<file path="src/rtl/fetch_queue_pkg.sv">
// Shared types and constants for the fetch queue: the queued entry layout,
// the NOP that empty slots present, and the decode-take clamp.
package fetch_queue_pkg;

  localparam int XLEN = 32;
  localparam logic [XLEN-1:0] NOP_INST = 32'h00000013;

  typedef struct packed {
    logic [XLEN-1:0] pc;
    logic [XLEN-1:0] inst;
    logic            bp_en;
    logic            bp_taken;
  } fetch_entry_t;

  // Decode can retire at most two entries per cycle; a request of 3 means 2.
  function automatic logic [1:0] clamp_take(input logic [1:0] take);
    logic [1:0] result;
    case (take)
      2'd3:    result = 2'd2;
      default: result = take;
    endcase
    return result;
  endfunction

endpackage

</file>
<file path="src/rtl/fetch_queue_mem.sv">
// Entry storage for the fetch queue: one synchronous write port and two
// asynchronous read ports. Contents are not reset; validity lives in the count.
module fetch_queue_mem
  import fetch_queue_pkg::*;
#(
  parameter  int DEPTH = 8,
  localparam int PW    = $clog2(DEPTH)
) (
  input  logic         clk,
  input  logic         we,
  input  logic [PW-1:0] waddr,
  input  fetch_entry_t wdata,
  input  logic [PW-1:0] raddr0,
  input  logic [PW-1:0] raddr1,
  output fetch_entry_t rdata0,
  output fetch_entry_t rdata1
);

  fetch_entry_t entries_q [DEPTH];

  // Write the incoming entry at the tail slot.
  always_ff @(posedge clk) begin
    if (we) begin
      entries_q[waddr] <= wdata;
    end
  end

  assign rdata0 = entries_q[raddr0];
  assign rdata1 = entries_q[raddr1];

endmodule

</file>
<file path="src/rtl/fetch_queue.sv">
// Fetch-to-decode instruction queue: circular buffer with one enqueue and up
// to two dequeues per cycle, flush-to-empty, and NOP-valued empty slots.
module fetch_queue
  import fetch_queue_pkg::*;
#(
  parameter  int WIDTH = 32,
  parameter  int DEPTH = 8,
  localparam int PW    = $clog2(DEPTH),
  localparam int CW    = $clog2(DEPTH) + 1
) (
  input  logic             clk,
  input  logic             rst,
  input  logic             flush,
  input  logic             enq_valid,
  input  logic [WIDTH-1:0] enq_pc,
  input  logic [WIDTH-1:0] enq_inst,
  input  logic             enq_bp_en,
  input  logic             enq_bp_taken,
  output logic             enq_ready,
  input  logic [1:0]       deq_take,
  output logic             deq_valid0,
  output logic             deq_valid1,
  output logic [WIDTH-1:0] deq_pc0,
  output logic [WIDTH-1:0] deq_pc1,
  output logic [WIDTH-1:0] deq_inst0,
  output logic [WIDTH-1:0] deq_inst1,
  output logic             deq_bp_en0,
  output logic             deq_bp_en1,
  output logic             deq_bp_taken0,
  output logic             deq_bp_taken1,
  output logic [CW-1:0]    count
);

  logic [PW-1:0] head_q, head_d;
  logic [PW-1:0] tail_q, tail_d;
  logic [CW-1:0] count_q, count_d;
  logic          do_enq_s;
  logic [1:0]    take_s;
  logic [1:0]    eff_deq_s;
  fetch_entry_t  wr_entry_s;
  fetch_entry_t  rd0_s, rd1_s;

  // Readiness looks only at registered occupancy, so a same-cycle dequeue
  // never makes room for that cycle's enqueue.
  assign enq_ready = (count_q < CW'(DEPTH));
  assign do_enq_s  = enq_valid && enq_ready && !flush;
  assign count     = count_q;

  assign wr_entry_s.pc       = enq_pc;
  assign wr_entry_s.inst     = enq_inst;
  assign wr_entry_s.bp_en    = enq_bp_en;
  assign wr_entry_s.bp_taken = enq_bp_taken;

  fetch_queue_mem #(.DEPTH(DEPTH)) u_mem (
    .clk    (clk),
    .we     (do_enq_s),
    .waddr  (tail_q),
    .wdata  (wr_entry_s),
    .raddr0 (head_q),
    .raddr1 (head_q + PW'(1'b1)),
    .rdata0 (rd0_s),
    .rdata1 (rd1_s)
  );

  // Next pointer/occupancy state; flush wins over everything else.
  always_comb begin
    take_s = clamp_take(deq_take);
    if (count_q >= CW'(take_s)) begin
      eff_deq_s = take_s;
    end else begin
      eff_deq_s = count_q[1:0];
    end
    if (flush) begin
      head_d  = '0;
      tail_d  = '0;
      count_d = '0;
    end else begin
      head_d  = head_q + PW'(eff_deq_s);
      tail_d  = tail_q + PW'(do_enq_s);
      count_d = count_q + CW'(do_enq_s) - CW'(eff_deq_s);
    end
  end

  // Pointer and occupancy registers.
  always_ff @(posedge clk or negedge rst) begin
    if (!rst) begin
      head_q  <= '0;
      tail_q  <= '0;
      count_q <= '0;
    end else begin
      head_q  <= head_d;
      tail_q  <= tail_d;
      count_q <= count_d;
    end
  end

  assign deq_valid0 = (count_q != '0);
  assign deq_valid1 = (count_q >= CW'(2'd2));

  // Slot presentation: empty slots show PC 0, NOP and no prediction.
  always_comb begin
    if (deq_valid0) begin
      deq_pc0       = rd0_s.pc;
      deq_inst0     = rd0_s.inst;
      deq_bp_en0    = rd0_s.bp_en;
      deq_bp_taken0 = rd0_s.bp_taken;
    end else begin
      deq_pc0       = '0;
      deq_inst0     = NOP_INST;
      deq_bp_en0    = 1'b0;
      deq_bp_taken0 = 1'b0;
    end
    if (deq_valid1) begin
      deq_pc1       = rd1_s.pc;
      deq_inst1     = rd1_s.inst;
      deq_bp_en1    = rd1_s.bp_en;
      deq_bp_taken1 = rd1_s.bp_taken;
    end else begin
      deq_pc1       = '0;
      deq_inst1     = NOP_INST;
      deq_bp_en1    = 1'b0;
      deq_bp_taken1 = 1'b0;
    end
  end

endmodule

</file>
<file path="config.mk">
export PLATFORM = sky130hd
export DESIGN_NAME = fetch_queue
export DESIGN_NICKNAME = d
export VERILOG_FILES = /design/src/rtl/fetch_queue_pkg.sv /design/src/rtl/fetch_queue_mem.sv /design/src/rtl/fetch_queue.sv
export SDC_FILE = /design/constraint.sdc
export NUM_CORES = 1
export LEC_CHECK = 0
export ABC_CLOCK_PERIOD_IN_PS = 6700
export BUFFER_PORTS_ARGS = -buffer_cell sky130_fd_sc_hd__buf_2
export CAP_MARGIN = 40
export CORE_MARGIN = 2
export CORE_UTILIZATION = 60
export DETAILED_ROUTE_END_ITERATION = 8
export PLACE_DENSITY = 0.89
export SYNTH_ARGS = -nofsm -noshare
export SYNTH_HDL_FRONTEND = slang
export SYNTH_SLANG_ARGS = --single-unit
</file>
<file path="constraint.sdc">
create_clock -name clk -period 6.7 [get_ports clk]
set_input_delay 0.67 -clock clk [delete_from_list [all_inputs] [get_ports clk]]
set_output_delay 0.67 -clock clk [all_outputs]
set_load 0.02 [all_outputs]
</file>
* After elaboration in Yosys (flattened, before gate mapping)
Memory sizes are Yosys's and may differ from the RTL's.
Cells that the tools add are included.
** Word-level totals
- Memories kept :: 1
- Memory bits (writable) :: 528
- Output and inout port bits :: 139
- Register bits after elaboration :: 10
** Cells by class
- Add/subtract/negate cells :: 5
- $lt $le $gt $ge :: 3
- Mux-type cells :: 15
- Reductions and logical operators :: 4
- Equal/unequal tests :: 1
** Memory list
- u_mem.entries_q :: depth 8, width 66, read ports 2, clocked after memory_dff 0, write ports 1, line fetch_queue_mem.sv:19 : fetch_entry_t entries_q [DEPTH];
** Operator list (count)
- 32-bit 2-to-1 mux :: 4
- 1-bit 2-to-1 mux :: 6
- 3-bit 2-to-1 mux :: 2
- 4-bit by 1-bit adder with 4-bit output :: 1
- 4-bit by 2-bit >= comparator with 1-bit output :: 1
- 4-bit by 2-bit >= comparator with 1-bit output, second input constant :: 1
- 4-bit less-than comparator, second input constant :: 1
- 2-bit 2-to-1 mux :: 2
- 4-bit 2-to-1 mux :: 1
- 4-bit nonzero test :: 1
- 4-bit by 2-bit subtractor with 4-bit output :: 1
- 3-bit by 1-bit adder with 3-bit output :: 1
- 3-bit by 1-bit adder with 3-bit output, second input constant :: 1
- 3-bit by 2-bit adder with 3-bit output :: 1
- 2-bit equality test, second input constant :: 1
- 1-bit logical AND :: 2
- 1-bit zero test :: 1

* Longest topological paths before layout
Gate-level depths: netlist (run 1).
- Word-level depth :: 6
- Depth in mapped cells :: 12
- Mapped depth without buffers :: 12

* By module
Synthesis (run 1) repeated with hierarchy kept, for this count alone.
** Second synthesis, totals
- Cell total of the unflattened synthesis :: 1228
- Area, all modules :: 25491.9 um2
** By module, submodules not included
- fetch_queue_mem :: area each 23791.6 um2, instances 1, cells each 1011
- fetch_queue :: area each 1700.4 um2, instances 1, cells each 217

* Least setup slack after synthesis (run 1)
No wires, ideal clock.
- Path type :: input to register
- Start :: input enq_valid
- End :: memory u_mem.entries_q[1][0] (netlist name) (enable)
- Setup time :: 571 ps
- Arrival time :: 5759 ps
- Slack :: 370 ps
- Data required time :: 6129 ps
- Cell stages on the path :: 3
- Cells stage by stage :: nor3b_1 > nand2_1 > nor3_1
** On the way
- Cells in the longest elaborated chain, start to end :: 4
** Ends and longest elaborated chain
- from (decl) :: line fetch_queue.sv:14 : input logic enq_valid,
- 1-bit logical AND (2 in series) :: line fetch_queue.sv:46 : assign do_enq_s = enq_valid && enq_ready && !flush;
- 1-bit 2-to-1 mux :: line fetch_queue_mem.sv:23 : if (we) begin
- 1-bit 2-to-1 mux (not written as such) :: line fetch_queue_mem.sv:24 : entries_q[waddr] <= wdata;
- to (decl) :: line fetch_queue_mem.sv:19
Every way passes these cells.

* Final worst setup path (run 1)
- Start :: register head_q[0]
- End :: output deq_pc0[16]
** On the way
- Cells in the longest elaborated chain, start to end :: 2
** Ends and longest elaborated chain
- from (decl) :: line fetch_queue.sv:34 : logic [PW-1:0] head_q, head_d;
- from (signal assigned) :: line fetch_queue.sv:87 : head_q <= '0;
- from (signal assigned) :: line fetch_queue.sv:91 : head_q <= head_d;
- memory read 8 x 66 bit
- 32-bit 2-to-1 mux :: line fetch_queue.sv:102 : if (deq_valid0) begin
- to (decl) :: line fetch_queue.sv:23 : output logic [WIDTH-1:0] deq_pc0,
Every way passes these cells.

==> results of run 1 <==
==> worst reg2reg max path, delay by kind of cell, from the launching register on <==
kind | cells | cell delay (ns)
and+or+nand+nor | 3 | 1.61
DFF | 1 | 0.41
buffers and inverters | 2 | 0.80
==> final cells by class <==
type | instances | area (um^2)
multi-input combinational | 657 | 8250
clock inverter | 19 | 160
clock buffer | 72 | 1400
inverter | 8 | 30.0
fill | 2623 | 12800
timing repair buffer | 242 | 1450
antenna | 3 | 7.51
tap | 532 | 666
sequential | 538 | 16100
==> worst max-delay path by stage <==
stage	start	end	slack, ns	cells after the start
6_report	head_q[0]	deq_pc0[16]	2.26	6
5_1_grt	head_q[0]	deq_pc0[16]	2.00	6
4_1_cts	head_q[0]	deq_pc0[20]	2.16	6
3_5_place_dp	head_q[0]	deq_pc0[16]	2.81	6
3_3_place_gp	head_q[1]	deq_pc1[31]	2.77	6
2_1_floorplan	enq_valid	u_mem.entries_q[1][0]	0.37	3
==> registers in the layout, summed over array words and instances (netlist names) <==
| name | flops |
|---|---|
| count | 4 |
| head_q | 3 |
| tail_q | 3 |
| u_mem.entries_q | 528 |
==> report_power, final <==
part / internal [mW] / total (mW) / switching [mW] / leakage (nW)
combinational: 2.56 / 6.06 / 3.50 / 3.52
clock: 1.56 / 2.72 / 1.16 / 0.753
sequential: 3.79 / 3.93 / 0.146 / 4.89
==> layer usage <==
layer / global-route usage, % / routed length (um) / up-vias
met5: 0 / 79 / -
met4: 10.0 / 1770 / 12
met3: 6.04 / 5350 / 127
met2: 45.9 / 30200 / 749
met1: 35.8 / 21000 / 7326
li1: - / - / 5750
==> cell usage in the layout, fill, tap and decap left out, types with 2 or more instances in the layout <==
cell and n:
diode_2 3, buf_2 210, clkbuf_1 19, dfrtp_4 3
clkinv_2 5, buf_4 21, buf_12 6, nand2_1 138
nand2b_1 4, clkinv_1 10, xnor2_1 5, ha_1 9
nand3_1 3, nor2b_1 9, clkbuf_16 53, mux2i_1 66
buf_16 4, inv_1 8, a21oi_1 65, nor2_4 6
dfrtp_1 7, bufinv_16 3, mux4_2 264, edfxtp_1 528
nor2_1 69, nor3_2 2, fa_1 2
==> per-stage QoR <==
| stage | instances | instance area [um^2] | worst slack [ns] | total power [mW] | utilization (%) |
|---|---|---|---|---|---|
| finish | 2071 | 28100 | 2.26 | 12.7 | 68.6 |
| global placement | 1970 | 26400 | 2.77 | 9.93 | 64.4 |
| global route | 2070 | 28100 | 2.00 | 13.3 | 68.6 |
| CTS | 2068 | 28100 | 2.16 | 12.8 | 68.6 |
| detailed placement | 1976 | 26500 | 2.81 | 10.1 | 64.8 |
| floorplan | 1300 | 24900 | 0.370 | 8.46 | - |
==> logic make-up (layout without fill, tap and decap cells) <==
kind of cell | Yosys count | after routing | synth area share, %
compound gates | 69 | 69 | 1.42
xor+xnor | 7 | 7 | 0.246
fa+ha+maj | 13 | 13 | 0.709
buf+inv | 105 | 341 | 2.56
flops | 538 | 538 | 64.7
mux | 331 | 331 | 26.6
other cells | 0 | 3 | 0
simple gates | 237 | 237 | 3.80
==> cells in the mapped netlist (all sizes together) (3+ instances only) <==
| cell | n |
|---|---|
| a21oi | 65 |
| buf | 71 |
| inv | 8 |
| ha | 10 |
| mux2i | 66 |
| nor2 | 75 |
| nor2b | 9 |
| mux4 | 264 |
| nor3 | 3 |
| clkbuf | 26 |
| edfxtp | 528 |
| nand2b | 4 |
| nand2 | 138 |
| xnor2 | 6 |
| nand3 | 3 |
| dfrtp | 10 |
==> reports/metrics.cfg, run 1 <==
[outcome]
outcome=complete, no violations

[sta]
fin_hold_ws_ns=0.351
relSlewSlack_pct=30.7
setup_viol=0
fin_crit_ns=4.44
fmax_ghz=0.225
period_share_pct=66.3
finalSetupTns_ns=0
drv_slew=0
skew_ns=0.0115
hold_violations=0
worst_slew_pin_slew_ns=1.04
grt_setup_unrepaired=false

[synth]
ys_ff_latch=538
synth_nets=1384
synth_cells=1300
yosysTopAreaCell=edfxtp_1
seq_area_frac_synth_pct=64.7
synth_area_leaders=edfxtp_1, mux4_2, mux2i_1
async_flop_share_pct=1.86
syn_area_um2=24900
synth_top_area_share_pct=63.7
synth_cell_types=32
synthFlopType=edfxtp_1
synth_warnings=0
synth_edf_count=528
synth_area_per_cell_um2=19.2

[hold_path]
hold_class=in2reg
hold_start=enq_inst[23]
hold_depth=1
hold_end=u_mem.entries_q[1][25]

[power]
power_density_nw_per_um2=453
irDropWorstVdd_uv=385
p_leak_nw=9.17

[global_route]
gr-total-overflow=0
grt_use_total_pct=27.4
grt_pass1_vias=14700
grt_pass1_wl_um=88300
antenna_found_initial=9
grt_max_degree=153

[clock_network]
cts_sinks=538
clk_path_buf_depth=3
post_cts_buffers=0
htree_levels=2
postCtsHoldBufs=1
cts.clk_slew.worst_paths_ns=0.06
clk_root_buffer_cell=clkbuf_16
cts_buffers=51
cts-resized-gates=0
cts_tree=done
clock_latency_ns=0.59

[drt]
ant_nets=0
wirelength_um=58400
dr.pass1.iters=5
wire_per_inst_um=28.2
routed-via-count=14000
drc=0
drt-initial-drc-count=1288
avgViaCountPerCell=6.74

[placement]
gp_congestion=0.758
portBuffers=210
hpwlAfterDp_um=33700

[critical_path]
critPathBufInv=3
cp.arrival_ns=3.77
crit_fanout=47
end_kind=output pin
critPathLaunchType=flop
cp_data_required_time_ns=6.03
crit_family=buffers and inverters
critPathMaxStageDelay_ns=0.72
path_class=reg2out
r2r-end=u_mem.entries_q[6][49]
crit_path_top_delay_cell=buf_4
reg2reg_slack_ns=3.53
cpMostUsedCell=buf_4
worst_r2r_path_depth=5
r2r_start=count[3]
crit_path_cell_trace=buf_4 > buf_4 > mux4_2 > mux2i_1 > nor2_1 > buf_2

[die]
die_h_um=208
start_util_pct=60.8
die_w_um=208
fp.dieArea_um2=43100
rows=74
fp.coreArea_um2=40900
io_pins=211

[job]
drv_cap=0

[finish]
final_nets=1582
synthToLayoutAreaGrowth_pct=12.8
drive_gt1_share_pct=38.1

Note: power is estimated with default switching activity, not from simulation.
==> inputs of run 2 (changes only) <==
ABC_CLOCK_PERIOD_IN_PS = 4240   (was 6700)
clock period = 4.24 ns   (was 6.7 ns; I/O delays follow)
==> reports/metrics.cfg, run 2 (same netlist as run 1, synthesis figures left out) <==
[finish]
final_nets=1578
final_cell_mix=edfxtp_1, mux4_2, buf_2
drive_gt1_share_pct=38.8
largest_reg_flops=528
final_common_cell=edfxtp_1
final_core_util_pct=69.1
regMostFlops=u_mem.entries_q
synthToLayoutAreaGrowth_pct=13.5

[sta]
skew_ns=0.0200
drv_slew=0
worst_slew_pin_slew_ns=0.950
fmax_ghz=0.270
relSlewSlack_pct=36.6
period_share_pct=87.5
fin_crit_ns=3.71
hold_violations=0
setup_viol=0
fin_hold_ws_ns=0.117
grt_setup_unrepaired=false
finalSetupTns_ns=0
worst_slack_ns=0.531

[job]
drv_cap=0

[critical_path]
r2r-end=u_mem.entries_q[5][5]
worstSetupStartpoint=head_q[0]
crit_fanout=40
crit_path_top_delay_cell=ha_4
endpoint=deq_pc1[2]
critPathMaxStageDelay_ns=0.66
cp_data_required_time_ns=3.82
r2r_start=count[3]
worst_r2r_path_depth=4
critPathLaunchType=flop
end_kind=output pin
reg2reg_slack_ns=1.35
crit_path_cell_trace=ha_4 > buf_12 > mux4_2 > nand2_1 > a21oi_1 > buf_2
cp.arrival_ns=3.29
path_class=reg2out

[drt]
wire_per_inst_um=29.5
routed-via-count=14300
ant_nets=0
avgViaCountPerCell=6.89
drt-initial-drc-count=1816
wirelength_um=61200
dr.pass1.iters=5
drc=0

[global_route]
gr-total-overflow=0
grt_pass1_wl_um=92300
grt_pass1_vias=14900
grt_max_degree=139
antenna_found_initial=11
grt_use_total_pct=28.6

[placement]
portBuffers=210
gp_congestion=0.778
hpwlAfterDp_um=34900
dp_slack_ns=1.12

[die]
start_util_pct=60.8
fp.dieArea_um2=43100
fp.coreArea_um2=40900
die_w_um=208
die_h_um=208
rows=74
io_pins=211

[clock_network]
clk_root_buffer_cell=clkbuf_16
clk_path_buf_depth=3
post_cts_buffers=0
clock_latency_ns=0.58
cts_sinks=538
cts.clk_slew.worst_paths_ns=0.06
cts_buffers=52
htree_levels=2
cts-resized-gates=0
cts_tree=done
postCtsHoldBufs=1

[outcome]
outcome=complete, no violations

[hold_path]
hold_depth=1
hold_class=in2reg

[power]
irDropWorstVdd_uv=693
p_leak_nw=9.23
power_density_nw_per_um2=728

run 2: cell count changes in the layout (fill, tap and decap cells not counted), sizes merged:
cell      previous run  this run
inv                  8        10
clkinvlp             1         2
bufinv               3         7
diode                3         7
clkbuf              72        63
buf                241       236
clkinv              15        23
run 2: how the worst min path moves through the flow:
stage / from / to / slack, ns
after CTS: enq_inst[7] / u_mem.entries_q[3][9] / 0.1
after floorplan: rst / count[0] / 0.13
after detailed placement: rst / count[1] / 0.31
final: enq_pc[12] / u_mem.entries_q[5][46] / 0.12
after global placement: rst / count[3] / 0.29
after global routing: enq_inst[7] / u_mem.entries_q[3][9] / 0.11
run 2: critical path, delay by kind of cell (launching register included):
family / cells / cell delay [ns]
multiplexers: 1 / 0.57
AO/OA/AOI/OAI: 1 / 0.12
buffers and inverters: 2 / 0.58
flip-flops: 1 / 0.62
AND/OR/NAND/NOR: 1 / 0.10
adder cells (fa/ha/maj): 1 / 0.66
run 2: power breakdown:
group	internal, mW	leakage (nW)	switching, mW	total [mW]
Sequential	5.98	4.89	0.167	6.15
Clock	2.72	0.844	1.94	4.65
Combinational	4.10	3.49	5.67	9.78
run 2: through the flow:
step / total power [mW] / area [um^2] / instances
after detailed placement: 16.0 / 26500 / 1971
after global placement: 15.8 / 26500 / 1969
after global routing: 21.5 / 28300 / 2075
final: 20.6 / 28300 / 2076
after floorplan: 13.4 / 24900 / 1300
after CTS: 20.7 / 28300 / 2069
run 2: final cells by class:
type                            instances  area (um^2)
Inverter                                8         30.0
Clock buffer                           63         1360
Antenna cell                            7         17.5
Tap cell                              532          666
Sequential cell                       538        16100
Timing Repair Buffer                  237         1460
Multi-Input combinational cell        657         8260
Fill cell                            2498        12700
Clock inverter                         34          348
run 2: layer usage:
layer | wire, um | global-route usage [%] | part of all wire [%]
met2 | 31800 | 48.3 | 52
met1 | 21400 | 37.7 | 35
met3 | 5760 | 5.01 | 9.4
met4 | 2170 | 10.8 | 3.5
met5 | 56 | 0 | 0.091
==> inputs of run 3 (changes only) <==
==> constraint.sdc (replaced) <==
create_clock -name clk -period 4.24 [get_ports clk]
set_input_delay 0.424 -clock clk [delete_from_list [all_inputs] [get_ports clk]]
set_output_delay 0.424 -clock clk [all_outputs]
set_load 0.05 [all_outputs]
==> reports/metrics.cfg, run 3 (same netlist as run 1, synthesis figures left out) <==
[outcome]
outcome=complete, no violations

[drt]
drc=0
wire_per_inst_um=27.9
drt-initial-drc-count=1520
routed-via-count=13900
dr.pass1.iters=5
ant_nets=0
avgViaCountPerCell=6.69
wirelength_um=58100

[sta]
fin_crit_ns=3.51
setup_viol=0
fmax_ghz=0.285
skew_ns=0.0191
fin_hold_ws_ns=0.0998
hold_violations=0
drv_slew=0
relSlewSlack_pct=40.6
worst_slack_ns=0.726
period_share_pct=82.9
grt_setup_unrepaired=false
worst_slew_pin_slew_ns=0.891

[placement]
portBuffers=210
place_area_um2=26500
hpwlAfterDp_um=33300
gp_congestion=0.771
dp_slack_ns=1.25

[power]
irDropWorstVdd_uv=722
p_leak_nw=9.21
total_power_mw=22.8
power_density_nw_per_um2=810

[hold_path]
hold_start=enq_pc[27]
hold_class=in2reg

[critical_path]
critPathMaxStageDelay_ns=0.55
crit_fanout=44
crit_cells=6
r2r-end=count[2]
worstSetupStartpoint=head_q[0]
cp.arrival_ns=3.09
path_class=reg2out
reg2reg_slack_ns=1.38
cp_data_required_time_ns=3.82
critPathBufInv=2
crit_family=buffers and inverters
r2r_start=count[0]
critPathLaunchType=flop
end_kind=output pin
crit_path_cell_trace=ha_4 > buf_12 > mux4_2 > nand2_1 > a21oi_1 > buf_2
endpoint=deq_inst1[20]
worst_r2r_path_depth=10
crit_path_top_delay_cell=mux4_2

[global_route]
grt_pass1_vias=14800
antenna_found_initial=5
grt_max_degree=138
gr-total-overflow=0
grt_use_total_pct=27.5
grt_pass1_wl_um=89400

[finish]
final_cell_mix=edfxtp_1, mux4_2, buf_2
largest_reg_flops=528
regMostFlops=u_mem.entries_q
final_nets=1586
final_area_um2=28200
final_core_util_pct=68.8
drive_gt1_share_pct=38.8
final_common_cell=edfxtp_1
synthToLayoutAreaGrowth_pct=13.1

[clock_network]
cts_tree=done
cts_sinks=538
clock_latency_ns=0.59
cts_buffers=53
cts.clk_slew.worst_paths_ns=0.06
clk_root_buffer_cell=clkbuf_16
htree_levels=2
clk_path_buf_depth=3

[die]
die_h_um=208
rows=74
fp.coreArea_um2=40900
start_util_pct=60.8
io_pins=211
die_w_um=208
fp.dieArea_um2=43100

[job]
drv_cap=0

[run 3: area by class of cell]
cell class | instances | area [um^2]
clock buffer | 69 | 1430
fill | 2562 | 12800
tap | 532 | 666
sequential | 538 | 16100
inverter | 8 | 30.0
timing repair buffer | 244 | 1420
clock inverter | 29 | 220
multi-input combinational | 657 | 8260
antenna | 2 | 5.00
[run 3: timing repair]
item | in CTS | in global routing
endpoints found under the hold margin | 10 | 0
hold buffers | 1 | 0
buffers inserted | 0 | 0
resized for setup | 0 | 0
[run 3: stage by stage]
stage,TNS [ns],cells
floorplan,-127.52,1300
global placement,0,1978
detailed placement,0,1978
CTS,0,2077
global route,0,2078
finish,0,2079
[run 3: power by group]
group / total (mW) / internal (mW) / switching, mW / leakage (nW)
sequential: 6.13 / 5.99 / 0.145 / 4.89
clock: 4.47 / 2.55 / 1.91 / 0.809
combinational: 12.2 / 4.07 / 8.13 / 3.51
[run 3: layer usage]
metal	share of wire, %	global-route usage (%)	vias to the layer above
met3	9.4	6.22	104
met5	0.071	0	-
met2	52	46.1	835
li1	-	-	5761
met4	2.4	8.00	6
met1	36	37.0	7203
[run 3: worst min path at each step]
stage,end,slack [ns],cells after the start
after floorplan,count[0],0.13,0
after global placement,count[3],0.30,1
after detailed placement,count[3],0.31,1
after CTS,u_mem.entries_q[7][46],0.06,1
after global routing,u_mem.entries_q[2][0],0.1,1
final,u_mem.entries_q[7][61],0.1,1
